<file path="config.mk">
export PLATFORM = sky130hd
export DESIGN_NAME = mem_access
export DESIGN_NICKNAME = d
export VERILOG_FILES = /design/src/rtl/mem_access.sv
export SDC_FILE = /design/constraint.sdc
export NUM_CORES = 1
export LEC_CHECK = 0
export CORE_ASPECT_RATIO = 1.4
export CORE_UTILIZATION = 50
export DETAILED_ROUTE_END_ITERATION = 12
export PLACE_DENSITY = 0.78
export RECOVER_POWER = 100
export SYNTH_ARGS = -nofsm -noshare
export SYNTH_HDL_FRONTEND = slang
export SYNTH_SLANG_ARGS = --single-unit
</file>
<file path="constraint.sdc">
create_clock -name I_clk -period 2.8 [get_ports I_clk]
set_clock_uncertainty 0.15 [all_clocks]
set_input_delay 0.28 -clock I_clk [delete_from_list [all_inputs] [get_ports I_clk]]
set_output_delay 0.28 -clock I_clk [all_outputs]
set_load 0.05 [all_outputs]
</file>
<file path="src/rtl/mem_access.sv">
// Memory stage after the ALU: runs 1- or 2-byte little-endian accesses over a
// byte-wide req/ack bus, then hands the write-back value and flags to the
// register-file stage with a one-cycle done pulse.
`timescale 1ns/1ps
module mem_access #(
  parameter int unsigned TIMEOUT_CYCLES = 255
) (
  input  logic        I_clk,
  input  logic        I_reset_n,
  input  logic        I_enable,
  input  logic [1:0]  I_memory_mode,
  input  logic [1:0]  I_memory_size,
  input  logic [15:0] I_result,
  input  logic [15:0] I_store_data,
  input  logic        I_write_rD,
  input  logic        I_write_pc,
  output logic        O_bus_req,
  output logic        O_bus_we,
  output logic [15:0] O_bus_addr,
  output logic [7:0]  O_bus_wdata,
  input  logic        I_bus_ack,
  input  logic [7:0]  I_bus_rdata,
  output logic        O_busy,
  output logic        O_done,
  output logic [15:0] O_data,
  output logic        O_write_rD,
  output logic        O_write_pc,
  output logic        O_error
);

  localparam int unsigned AW = 16;
  localparam int unsigned DW = 16;
  localparam int unsigned BW = 8;
  localparam int unsigned CW = 16;

  // Memory mode encoding; any mode other than READ/WRITE behaves as NOP.
  localparam logic [1:0] MEM_NOP   = 2'd0;
  localparam logic [1:0] MEM_READ  = 2'd1;
  localparam logic [1:0] MEM_WRITE = 2'd2;

  // Last wait count before a byte is abandoned.
  localparam logic [CW-1:0] TMO_LAST = CW'(TIMEOUT_CYCLES - 1);

  typedef enum logic [1:0] {S_IDLE, S_BYTE0, S_BYTE1, S_DONE} state_e;

  state_e          state_q, state_d;
  logic            req_q, req_d;
  logic            we_q, we_d;
  logic [AW-1:0]   addr_q, addr_d;
  logic [BW-1:0]   wdata_q, wdata_d;
  logic [BW-1:0]   store_hi_q, store_hi_d;
  logic            size2_q, size2_d;
  logic            rd_flag_q, rd_flag_d;
  logic            pc_flag_q, pc_flag_d;
  logic            err_q, err_d;
  logic [CW-1:0]   tcnt_q, tcnt_d;
  logic [DW-1:0]   data_q, data_d;
  logic            busy_q, busy_d;
  logic            done_q, done_d;
  logic            out_rd_q, out_rd_d;
  logic            out_pc_q, out_pc_d;
  logic            out_err_q, out_err_d;

  // Next-state and registered-output logic for the access sequencer.
  always_comb begin
    state_d    = state_q;
    req_d      = req_q;
    we_d       = we_q;
    addr_d     = addr_q;
    wdata_d    = wdata_q;
    store_hi_d = store_hi_q;
    size2_d    = size2_q;
    rd_flag_d  = rd_flag_q;
    pc_flag_d  = pc_flag_q;
    err_d      = err_q;
    tcnt_d     = tcnt_q;
    data_d     = data_q;
    done_d     = 1'b0;
    out_rd_d   = 1'b0;
    out_pc_d   = 1'b0;
    out_err_d  = 1'b0;

    case (state_q)
      S_IDLE: begin
        if (I_enable) begin
          // A store never writes rD; its write-back value is the address.
          rd_flag_d  = I_write_rD & (I_memory_mode != MEM_WRITE);
          pc_flag_d  = I_write_pc;
          err_d      = 1'b0;
          size2_d    = (I_memory_size == 2'd2);
          store_hi_d = I_store_data[15:8];
          tcnt_d     = '0;
          if ((I_memory_mode == MEM_READ) || (I_memory_mode == MEM_WRITE)) begin
            state_d = S_BYTE0;
            req_d   = 1'b1;
            we_d    = (I_memory_mode == MEM_WRITE);
            addr_d  = I_result;
            wdata_d = I_store_data[7:0];
            data_d  = (I_memory_mode == MEM_WRITE) ? I_result : '0;
          end else begin
            state_d = S_DONE;
            data_d  = I_result;
          end
        end
      end
      S_BYTE0, S_BYTE1: begin
        if (I_bus_ack) begin
          tcnt_d = '0;
          if (!we_q) begin
            if (state_q == S_BYTE0) data_d[7:0]  = I_bus_rdata;
            else                    data_d[15:8] = I_bus_rdata;
          end
          if ((state_q == S_BYTE0) && size2_q) begin
            // Second byte follows with no bubble on req.
            state_d = S_BYTE1;
            addr_d  = addr_q + AW'(1);
            wdata_d = store_hi_q;
          end else begin
            req_d   = 1'b0;
            state_d = S_DONE;
          end
        end else if (tcnt_q == TMO_LAST) begin
          req_d   = 1'b0;
          err_d   = 1'b1;
          state_d = S_DONE;
        end else begin
          tcnt_d = tcnt_q + CW'(1);
        end
      end
      S_DONE: begin
        state_d   = S_IDLE;
        done_d    = 1'b1;
        out_rd_d  = rd_flag_q & ~err_q;
        out_pc_d  = pc_flag_q & ~err_q;
        out_err_d = err_q;
      end
      default: state_d = S_IDLE;
    endcase

    busy_d = (state_d != S_IDLE);
  end

  // State and output registers; reset drops any in-flight request at once.
  always_ff @(posedge I_clk or negedge I_reset_n) begin
    if (!I_reset_n) begin
      state_q    <= S_IDLE;
      req_q      <= 1'b0;
      we_q       <= 1'b0;
      addr_q     <= '0;
      wdata_q    <= '0;
      store_hi_q <= '0;
      size2_q    <= 1'b0;
      rd_flag_q  <= 1'b0;
      pc_flag_q  <= 1'b0;
      err_q      <= 1'b0;
      tcnt_q     <= '0;
      data_q     <= '0;
      busy_q     <= 1'b0;
      done_q     <= 1'b0;
      out_rd_q   <= 1'b0;
      out_pc_q   <= 1'b0;
      out_err_q  <= 1'b0;
    end else begin
      state_q    <= state_d;
      req_q      <= req_d;
      we_q       <= we_d;
      addr_q     <= addr_d;
      wdata_q    <= wdata_d;
      store_hi_q <= store_hi_d;
      size2_q    <= size2_d;
      rd_flag_q  <= rd_flag_d;
      pc_flag_q  <= pc_flag_d;
      err_q      <= err_d;
      tcnt_q     <= tcnt_d;
      data_q     <= data_d;
      busy_q     <= busy_d;
      done_q     <= done_d;
      out_rd_q   <= out_rd_d;
      out_pc_q   <= out_pc_d;
      out_err_q  <= out_err_d;
    end
  end

  assign O_bus_req   = req_q;
  assign O_bus_we    = we_q;
  assign O_bus_addr  = addr_q;
  assign O_bus_wdata = wdata_q;
  assign O_busy      = busy_q;
  assign O_done      = done_q;
  assign O_data      = data_q;
  assign O_write_rD  = out_rd_q;
  assign O_write_pc  = out_pc_q;
  assign O_error     = out_err_q;

endmodule

</file>
==> metrics.txt <==
weighted congestion reported at the end of routability-driven placement=between 0.8 and 0.9; Yosys reg bits=77; sum of overflow across all layers after global routing=0; worst skew pair latency=roughly 0.36 ns; Inserted Clock Buffers=9; Relative slew margins=34.3%; EDFF count, synth=0; clock slew seen by the registers of the worst setup and hold paths=~0.08 ns; TritonCTS clock tree=built; slowest cell delay on critical path=~0.52 ns; DRC viols=0; highest clock frequency the design can meet=391 MHz; total instance count after detailed placement=a little under 600; row count=38; yosys synthesis warning count=0; element type at the critical path start=flop; vias per cell=between 5 and 6; maximum fanout along the worst path=10; number of hold violations in the final report=0; aggregate global-route resource usage=between 20 and 30%; Max Root-Sink Buffers=2; area of the core=7800 µm²; Required @ worst endpoint=between 2 and 3 ns; Die ar.=roughly 8400 µm²; count of H-tree levels built during CTS=3; Synthesized Nets=between 400 and 500; synthesized netlist cell count=396; via count of the first global-routing pass=approximately 3,700; mean instance size in the synthesized netlist=between 10 and 15 µm²; non-filler instance count after layout=between 600 and 700; Setup Total Neg Slack=0 ns; run status=completed; Yosys cell types=between 50 and 60; sequential cell area fraction in the yosys report=between 40% and 50%; count of vias placed by the detailed router=~3,600; Port Buffer Count=96; Chip Width=~78 µm; die height=roughly 110 µm; antenna violations before repair=0; kind of cell with the highest combined delay on the critical path=simple AND/OR/NAND/NOR gates; slowest stage cell, crit path=sky130_fd_sc_hd__or4b_1; Pwr Density=roughly 1300 nW/µm²; RSZ-0062 raised after global routing=false; smallest hold slack=between 0.3 and 0.4 ns; first-pass GRT wire length=approximately 17 mm; Detailed Routing Iterations Pass 1=5; NumNets Final=between 500 and 600; average wire per standard cell=about 18 µm; Post-Synthesis Cell Area=4040 µm²; kind of capture point of the worst setup path=flop; Starting Density=51.8%; async set or reset register ratio after synthesis=100%; buffers plus inverters on the worst setup path=2; critical path cell sequence=inv_1 -> ha_1 -> or4b_1 -> nor4_4 -> clkbuf_1 -> o21ai_2 -> mux2_1; static leakage=~2.3 nW; iteration-0 DRC count of the detailed router=293; post-detailed-routing wire length=roughly 11 mm; arrival time at the worst endpoint=2.65 ns; share of post-route cells with drive strength above 1=approximately a tenth; type of the tightest min-delay check=flop to flop; type of the setup path with the least slack=flop to flop; Main synth FF type=sky130_fd_sc_hd__dfrtp_1; count of pins on the block boundary=97; number of antenna diodes=0; number of pins with negative max-slew slack in the final report=0; max-capacitance violation count=0; post-route minimum period=approximately 2.6 ns; worst slew pin tran=between 0.9 and 1 ns; root buffer cell=sky130_fd_sc_hd__clkbuf_8; CTS sink cnt=between 70 and 80; largest net degree at the start of global routing=78; share of the clock period used by the worst path=between 90% and 100%; HPWL reported at the end of detailed placement=~7.7 mm; Routed Antenna Nets=0; Setup Viol. Count Final=0; largest voltage drop on the vdd net=~0.85 mV; number of gates resized after CTS=0; Synth-to-Final Area Change=32.6%
-- cell usage in the layout (no fill, tap or decap), types with 5 or more instances in the layout --
cell type and instances:
sky130_fd_sc_hd__nand3_1 16, sky130_fd_sc_hd__or3_1 5, sky130_fd_sc_hd__ha_1 10, sky130_fd_sc_hd__buf_4 11, sky130_fd_sc_hd__mux2i_1 16, sky130_fd_sc_hd__dlygate4sd3_1 48
sky130_fd_sc_hd__a21oi_1 17, sky130_fd_sc_hd__nor2_1 12, sky130_fd_sc_hd__mux2_2 18, sky130_fd_sc_hd__inv_1 10, sky130_fd_sc_hd__nor3_1 6, sky130_fd_sc_hd__a22oi_1 19
sky130_fd_sc_hd__a22o_1 10, sky130_fd_sc_hd__dfrtp_1 77, sky130_fd_sc_hd__or4_1 8, sky130_fd_sc_hd__clkbuf_8 10, sky130_fd_sc_hd__clkdlybuf4s50_1 48, sky130_fd_sc_hd__nand4_1 8
sky130_fd_sc_hd__o21ai_0 34, sky130_fd_sc_hd__o31ai_1 6, sky130_fd_sc_hd__nand2_1 36, sky130_fd_sc_hd__nand2b_1 11
-- power by group --
part	internal (mW)	switching (mW)	leakage, nW
Clock	0.432	0.427	0.0943
Sequential	1.53	0.326	0.956
Combinational	1.54	2.64	1.24
-- cell type report --
cell class | instances | area (µm²)
inverter | 10 | 37.5
timing repair buffer | 112 | 1060
multi-input combinational | 290 | 2000
tap | 100 | 125
sequential | 77 | 1930
clock inverter | 6 | 62.6
fill | 631 | 2440
clock buffer | 10 | 138
-- cell usage after synthesis (all sizes together), types with 5 or more instances --
library cell | number | area (µm²)
a22o | 10 | 87.6
nand2b | 11 | 68.8
clkbuf | 13 | 48.8
o31ai | 6 | 45.0
nand4 | 8 | 50.1
o21ai | 35 | 179
ha | 10 | 125
mux2 | 20 | 225
buf | 6 | 26.3
nor3 | 6 | 30.0
nand2 | 36 | 135
dfrtp | 77 | 1930
nor2 | 12 | 45.0
inv | 10 | 37.5
mux2i | 16 | 160
or4 | 8 | 60.1
nor4 | 6 | 58.8
a21oi | 17 | 85.1
a22oi | 19 | 143
nand3 | 16 | 80.1
or3 | 5 | 31.3
-- registers in the layout (all words and copies together), names as in the netlist, 2 cells and up --
signal       cells
O_bus_addr      16
state_q          2
tcnt_q          16
store_hi_q       8
O_data          16
O_bus_wdata      8
-- path summary, 6_finish.rpt --
check	slack [ns]	start	cells after the start	end
max	0.25	tcnt_q[0]	7	tcnt_q[1]
min	0.33	rd_flag_q	2	rd_flag_q
max reg2reg	0.25	tcnt_q[0]	7	tcnt_q[1]
min reg2reg	0.33	rd_flag_q	2	rd_flag_q
max in group asynchronous	1.38	I_reset_n	2	O_data[12]
min in group asynchronous	0.47	I_reset_n	2	tcnt_q[11]
-- kinds of logic (layout without fill, tap and decap cells) --
group	Yosys count	count (layout)	share of synthesized area (%)
AO/OA/AOI/OAI	109	109	17.6
flip-flops	77	77	47.7
multiplexers	36	36	9.54
XOR/XNOR	1	1	0.217
buffers and inverters	29	138	2.79
adder cells (fa/ha/maj)	10	10	3.10
AND/OR/NAND/NOR	134	134	19.0
-- worst reg2reg max path: stages, from the launching register on --
cell                       delay, ns
sky130_fd_sc_hd__dfrtp_1        0.42
sky130_fd_sc_hd__inv_1          0.10
sky130_fd_sc_hd__ha_1           0.14
sky130_fd_sc_hd__or4b_1         0.52
sky130_fd_sc_hd__nor4_4         0.23
sky130_fd_sc_hd__clkbuf_1       0.45
sky130_fd_sc_hd__o21ai_2        0.14
sky130_fd_sc_hd__mux2_1         0.32
-- repair_timing --
item	4_1_cts	5_1_grt
endpoints found under the hold margin	77	0
buffers inserted	0	0
hold buffers	1	0
-- layer usage --
layer | wire [µm] | part of all wire, % | global-route usage (%)
met1 | 4340 | 40 | 32.4
met2 | 5630 | 52 | 46.8
met3 | 535 | 5.0 | 3.71
met4 | 299 | 2.8 | 14.2
met5 | 0 | 0 | 0
-- through the flow --
stage | worst slack [ns] | power (mW) | area (µm²) | util (%)
after global routing | 0.105 | 7.37 | 5360 | 68.7
after floorplan | 0.427 | 4.82 | 4040 | -
final | 0.245 | 6.91 | 5360 | 68.7
after detailed placement | 0.172 | 6.18 | 5170 | 66.3
after global placement | 0.252 | 6.09 | 5170 | 66.3
after CTS | 0.320 | 7.05 | 5380 | 69.0
Note: power is estimated with default switching activity, not from simulation.
